**config.mk**
```make
export PLATFORM = sky130hd
export DESIGN_NAME = line_write_buffer
export DESIGN_NICKNAME = d
export VERILOG_FILES = /design/src/rtl/mem_buffer_pkg.sv /design/src/rtl/wb_match_unit.sv /design/src/rtl/line_write_buffer.sv
export SDC_FILE = /design/constraint.sdc
export NUM_CORES = 1
export LEC_CHECK = 0
export CAP_MARGIN = 15
export CORE_MARGIN = 10
export CORE_UTILIZATION = 54
export CTS_CLUSTER_DIAMETER = 80
export CTS_CLUSTER_SIZE = 40
export DETAILED_ROUTE_END_ITERATION = 16
export MAX_ROUTING_LAYER = met4
export PLACE_DENSITY = 0.89
export REMOVE_ABC_BUFFERS = 1
export SYNTH_ARGS = -nofsm -noshare
export SYNTH_HDL_FRONTEND = slang
export SYNTH_SLANG_ARGS = --single-unit
```
**constraint.sdc**
```tcl
create_clock -name clk -period 4.03 [get_ports clk]
set_input_delay 0.403 -clock clk [delete_from_list [all_inputs] [get_ports clk]]
set_output_delay 0.403 -clock clk [all_outputs]
set_load 0.005 [all_outputs]
```
**src/rtl/mem_buffer_pkg.sv**
```systemverilog
// Shared types and default geometry for the cache-to-memory write-back path.
package mem_buffer_pkg;
  localparam int NUM_MEM_BYTES_DEF   = 256;
  localparam int CACHE_LINE_SIZE_DEF = 16;
  localparam int DEPTH_DEF           = 4;
  localparam int MEM_ADDR_WIDTH_DEF  = $clog2(NUM_MEM_BYTES_DEF / CACHE_LINE_SIZE_DEF);

  typedef logic [CACHE_LINE_SIZE_DEF*8-1:0] line_t;
  typedef logic [MEM_ADDR_WIDTH_DEF-1:0]    line_addr_t;

  typedef struct packed {
    logic       valid;
    line_addr_t addr;
    line_t      data;
  } wb_entry_t;
endpackage

```
**src/rtl/wb_match_unit.sv**
```systemverilog
// Parallel lookup of one line address against every buffer entry.
// Feeds both the write-coalesce and the read-forwarding paths.
module wb_match_unit #(
  parameter int DEPTH = 4,
  parameter int AW    = 4,
  parameter int LW    = 128
) (
  input  logic [DEPTH-1:0]         valid_i,
  input  logic [DEPTH-1:0][AW-1:0] addr_i,
  input  logic [DEPTH-1:0][LW-1:0] data_i,
  input  logic [AW-1:0]            key_i,
  output logic [DEPTH-1:0]         hit_o,
  output logic                     hit_any_o,
  output logic [LW-1:0]            hit_data_o
);
  for (genvar g = 0; g < DEPTH; g++) begin : g_cmp
    assign hit_o[g] = valid_i[g] && (addr_i[g] == key_i);
  end

  assign hit_any_o = |hit_o;

  // At most one entry per address is valid, so OR-ing the hits is a clean mux.
  always_comb begin
    hit_data_o = '0;
    for (int i = 0; i < DEPTH; i++)
      if (hit_o[i]) hit_data_o = hit_data_o | data_i[i];
  end
endmodule

```
**src/rtl/line_write_buffer.sv**
```systemverilog
// Posted write-back FIFO between the data cache and line-wide memory:
// coalesces repeat write-backs, drains on idle cycles, forwards to fills.
module line_write_buffer
  import mem_buffer_pkg::*;
#(
  parameter int NUM_MEM_BYTES   = NUM_MEM_BYTES_DEF,
  parameter int CACHE_LINE_SIZE = CACHE_LINE_SIZE_DEF,
  parameter int MEM_ADDR_WIDTH  = $clog2(NUM_MEM_BYTES / CACHE_LINE_SIZE),
  parameter int DEPTH           = DEPTH_DEF
) (
  input  logic                         clk,
  input  logic                         rstn,
  input  logic                         cache_write,
  input  logic                         cache_read,
  input  logic [MEM_ADDR_WIDTH-1:0]    cache_addr,
  input  logic [CACHE_LINE_SIZE*8-1:0] cache_wdata,
  output logic [CACHE_LINE_SIZE*8-1:0] cache_rdata,
  output logic                         buf_full,
  output logic                         buf_empty,
  output logic                         mem_wr_en,
  output logic [MEM_ADDR_WIDTH-1:0]    mem_addr,
  output logic [CACHE_LINE_SIZE*8-1:0] mem_wdata,
  input  logic [CACHE_LINE_SIZE*8-1:0] mem_rdata
);
  localparam int AW = MEM_ADDR_WIDTH;
  localparam int LW = CACHE_LINE_SIZE * 8;
  localparam int PW = $clog2(DEPTH);

  logic [DEPTH-1:0]         valid_q;
  logic [DEPTH-1:0][AW-1:0] addr_q;
  logic [DEPTH-1:0][LW-1:0] data_q;
  logic [PW-1:0]            head_q, tail_q;
  logic [PW:0]              count_q, count_d;

  logic [DEPTH-1:0] hit;
  logic             hit_any;
  logic [LW-1:0]    hit_data;
  logic [AW-1:0]    head_addr;
  logic             drain, wr_hit, wr_alloc;

  wb_match_unit #(.DEPTH(DEPTH), .AW(AW), .LW(LW)) u_match (
    .valid_i    (valid_q),
    .addr_i     (addr_q),
    .data_i     (data_q),
    .key_i      (cache_addr),
    .hit_o      (hit),
    .hit_any_o  (hit_any),
    .hit_data_o (hit_data)
  );

  assign buf_empty = (count_q == '0);
  assign buf_full  = (count_q == (PW+1)'(DEPTH));
  assign head_addr = addr_q[head_q];

  // A write landing on the head line holds the drain off so stale data never commits.
  assign drain    = rstn && !buf_empty && !cache_read &&
                    !(cache_write && (cache_addr == head_addr));
  assign wr_hit   = cache_write && hit_any;
  assign wr_alloc = cache_write && !hit_any && !buf_full;
  assign count_d  = count_q + (PW+1)'(wr_alloc) - (PW+1)'(drain);

  assign mem_wr_en   = drain;
  assign mem_addr    = drain ? head_addr : cache_addr;
  assign mem_wdata   = data_q[head_q];
  assign cache_rdata = (!cache_write && hit_any) ? hit_data : mem_rdata;

  always_ff @(posedge clk) begin
    if (!rstn) begin
      valid_q <= '0;
      head_q  <= '0;
      tail_q  <= '0;
      count_q <= '0;
    end else begin
      if (drain) begin
        valid_q[head_q] <= 1'b0;
        head_q          <= head_q + 1'b1;
      end
      for (int i = 0; i < DEPTH; i++)
        if (wr_hit && hit[i]) data_q[i] <= cache_wdata;
      if (wr_alloc) begin
        valid_q[tail_q] <= 1'b1;
        addr_q[tail_q]  <= cache_addr;
        data_q[tail_q]  <= cache_wdata;
        tail_q          <= tail_q + 1'b1;
      end
      count_q <= count_d;
    end
  end

  always_ff @(posedge clk) begin
    if (rstn)
      assert (!(cache_write && !hit_any && buf_full))
        else $warning("line_write_buffer: new-line write-back while full was dropped");
  end
endmodule

```
==> metrics.md <==
| Metric | Value |
|---|---|
| Status | complete, no violations |
| Vias | 21,800 |
| Nets | 2,759 |
| Full die area | 67,100 um^2 |
| Initial Util | 54.7% |
| Worst hold-check path type | input port to register |
| Deepest clock path buffer count | 3 |
| Number of I/O port buffers | 526 |
| Core Area | 56,500 um^2 |
| Crit-path most repeated cell | clkdlybuf4s50_1 |
| Critical path startpoint category | input port |
| Number of global-route vias before repair | 22,500 |
| CTS tree | yes |
| Post-DP Area | 37,200 um^2 |
| Area Growth Syn to Fin | 24.4% |
| Register area share after synthesis | 52.1% |
| Final instance area | 38,400 um^2 |
| HPWL after detailed placement | 63,500 um |
| Reg clk slew, reported paths | 0.10 ns |
| CP bufs+invs | 4 |
| Critical Path RT | 3.63 ns |
| Final Slew Violations | 0 |
| Fmax | 255 MHz |
| Delay-heaviest family, CP | buffers and inverters |
| GRT Total Usage | 27.0% |
| Setup TNS | 0 ns |
| Critical path's slowest cell | clkdlybuf4s50_1 |
| Die height | 259 um |
| Total grt overflow | 0 |
| Relative slew margins | 17.9% |
| Top cell type's share of synthesized area | 51.3% |
| 1st-iter DRT viols | 3,076 |
| Total Wirelength | 91,800 um |
| Final RePlAce weighted congestion | 0.906 |
| Setup Skew | 0.0250 ns |
| Pre-Repair DR Iteration Count | 9 |
| Clock root buffer | clkbuf_16 |
| Antenna-violating nets left | 0 |
| PwrDens | 473 nW/um^2 |
| Worst-path maximum fanout | 50 |
| Via/cell ratio | 6.65 |
| Critical Path AT | 3.52 ns |
| Final Hold Fails | 0 |
| Initial antenna violation count | 12 |
| I/O Pins | 527 |
| Largest net degree at the start of global routing | 205 |
| Final setup violation count | 0 |
| Commonest cells in the synthesized netlist | edfxtp_1 (528), mux2_1 (203), mux2_4 (200) |
| Post-synth ARST share | 0% |
| Endpoint class of the critical path | primary output |
| Critical path type | input port to primary output |
| Residual DRC | 0 |
| Area leader, netlist | edfxtp_1 |
| Critical path cell sequence | clkdlybuf4s50_1 -> xor2_1 -> nor4_4 -> o41a_2 -> buf_12 -> buf_4 -> a31oi_1 -> clkdlybuf4s50_1 |
| Crit path time final | 3.93 ns |
| Layout cell share with drive strength beyond 1 | 25.3% |
| Synth unique cells | 49 |
| Flop and latch count out of synthesis | 539 |
| Mapped cell area | 30,900 um^2 |
| Pleak | 13.2 nW |
| EDFF count, synth | 528 |
| Synth area leaders | edfxtp_1 (51%), mux2_4 (9.7%), mux4_2 (9.6%) |
| Synth warnings | 0 |
| First-pass GRT wire length | 139,000 um |
| Synthesized instance count | 1,985 |
| Mean area per synthesized cell | 15.6 um^2 |
| Clock Sinks | 539 |
| Htree depth | 1 |
| Reg2Reg Setup Slack | 0.83 ns |
| Worst-Margin Slew | 1.23 ns |
| Die width | 259 um |
| Ys flop type | edfxtp_1 |
| Count leader, synth | edfxtp_1 |
| RSZ-0062 raised after global routing | false |
| # Max-Cap Violations | 0 |
| Fin crit share | 97.4% |
| Routed WL per cell | 28.0 um |
| Total CTS buffers | 31 |
| Peak VDD IR | 0.356 mV |
| Clk Latency, worst-skew pair | 0.62 ns |
| CP max stage delay | 0.79 ns |
| # rows | 87 |
| Hold-fix buffers at CTS | 0 |
## repair_timing
item / CTS / global route
setup endpoints to repair: 0 / 6
buffers inserted: 0 / 1
gates resized for setup: 0 / 1
## area by class of cell
| class | count | area, um^2 |
|---|---|---|
| Inverter | 13 | 48.8 |
| Clock inverter | 25 | 364 |
| Tap cell | 756 | 946 |
| Multi-Input combinational cell | 1256 | 13500 |
| Clock buffer | 32 | 779 |
| Sequential cell | 539 | 16100 |
| Antenna cell | 11 | 27.5 |
| Timing Repair Buffer | 643 | 6680 |
| Fill cell | 3611 | 18100 |
## flip-flops by register name, indices dropped and copies added, names as in the netlist
signal,flops
head_q,2
data_q,512
valid_q,4
tail_q,2
count_q,3
addr_q,16
## placed cells by master (no fill, tap or decap), drive strengths merged, types with 13 or more instances in the layout
| cell type | instances |
|---|---|
| nand2 | 80 |
| inv | 21 |
| clkinv | 13 |
| a22oi | 129 |
| a222oi | 64 |
| edfxtp | 528 |
| mux4 | 131 |
| buf | 117 |
| mux2 | 514 |
| clkbuf | 33 |
| a31oi | 128 |
| nor2 | 129 |
| clkdlybuf4s50 | 524 |
## cells by family after synthesis
family,share of synthesized area [%]
compound gates,8.29
flops,52.1
buf+inv,4.38
mux,30.9
fa+ha+maj,0.470
simple gates,3.40
xor+xnor,0.539
## through the flow
step                instances  hold WS (ns)  setup WS (ns)  power (mW)  utilization, %
floorplan                1808         0.454          -7.57        11.3               -
global placement         3206         0.480          0.224        14.2            65.8
detailed placement       3206         0.493          0.194        14.4            65.8
CTS                      3263         0.201         0.0647        18.2            67.9
global route             3275         0.222         0.0484        18.8            68.0
finish                   3275         0.218          0.105        18.2            68.0
## final timing paths
check                     to  cells past startpoint          start
max          cache_rdata[33]                      8  cache_addr[2]
min               data_q[78]                      1           rstn
max reg2reg       count_q[2]                     13      head_q[0]
min reg2reg        tail_q[1]                      2      tail_q[1]
## metal layers
| layer | vias to the layer above | wire length, um | track usage [%] |
|---|---|---|---|
| met5 | - | 0 | - |
| met4 | 0 | 3950 | 10.5 |
| met3 | 237 | 9280 | 5.08 |
| met2 | 1503 | 45200 | 43.8 |
| met1 | 10900 | 33300 | 33.2 |
| li1 | 9139 | - | - |
## where the power goes
group          switching, mW  total (mW)  internal (mW)  leakage, nW
registers              0.592        7.76           7.17         5.25
logic                   2.67        6.56           3.89         7.37
clock network           2.12        3.85           1.73        0.551
total                   5.38        18.2           12.8         13.2
Note: power is estimated with default switching activity, not from simulation.
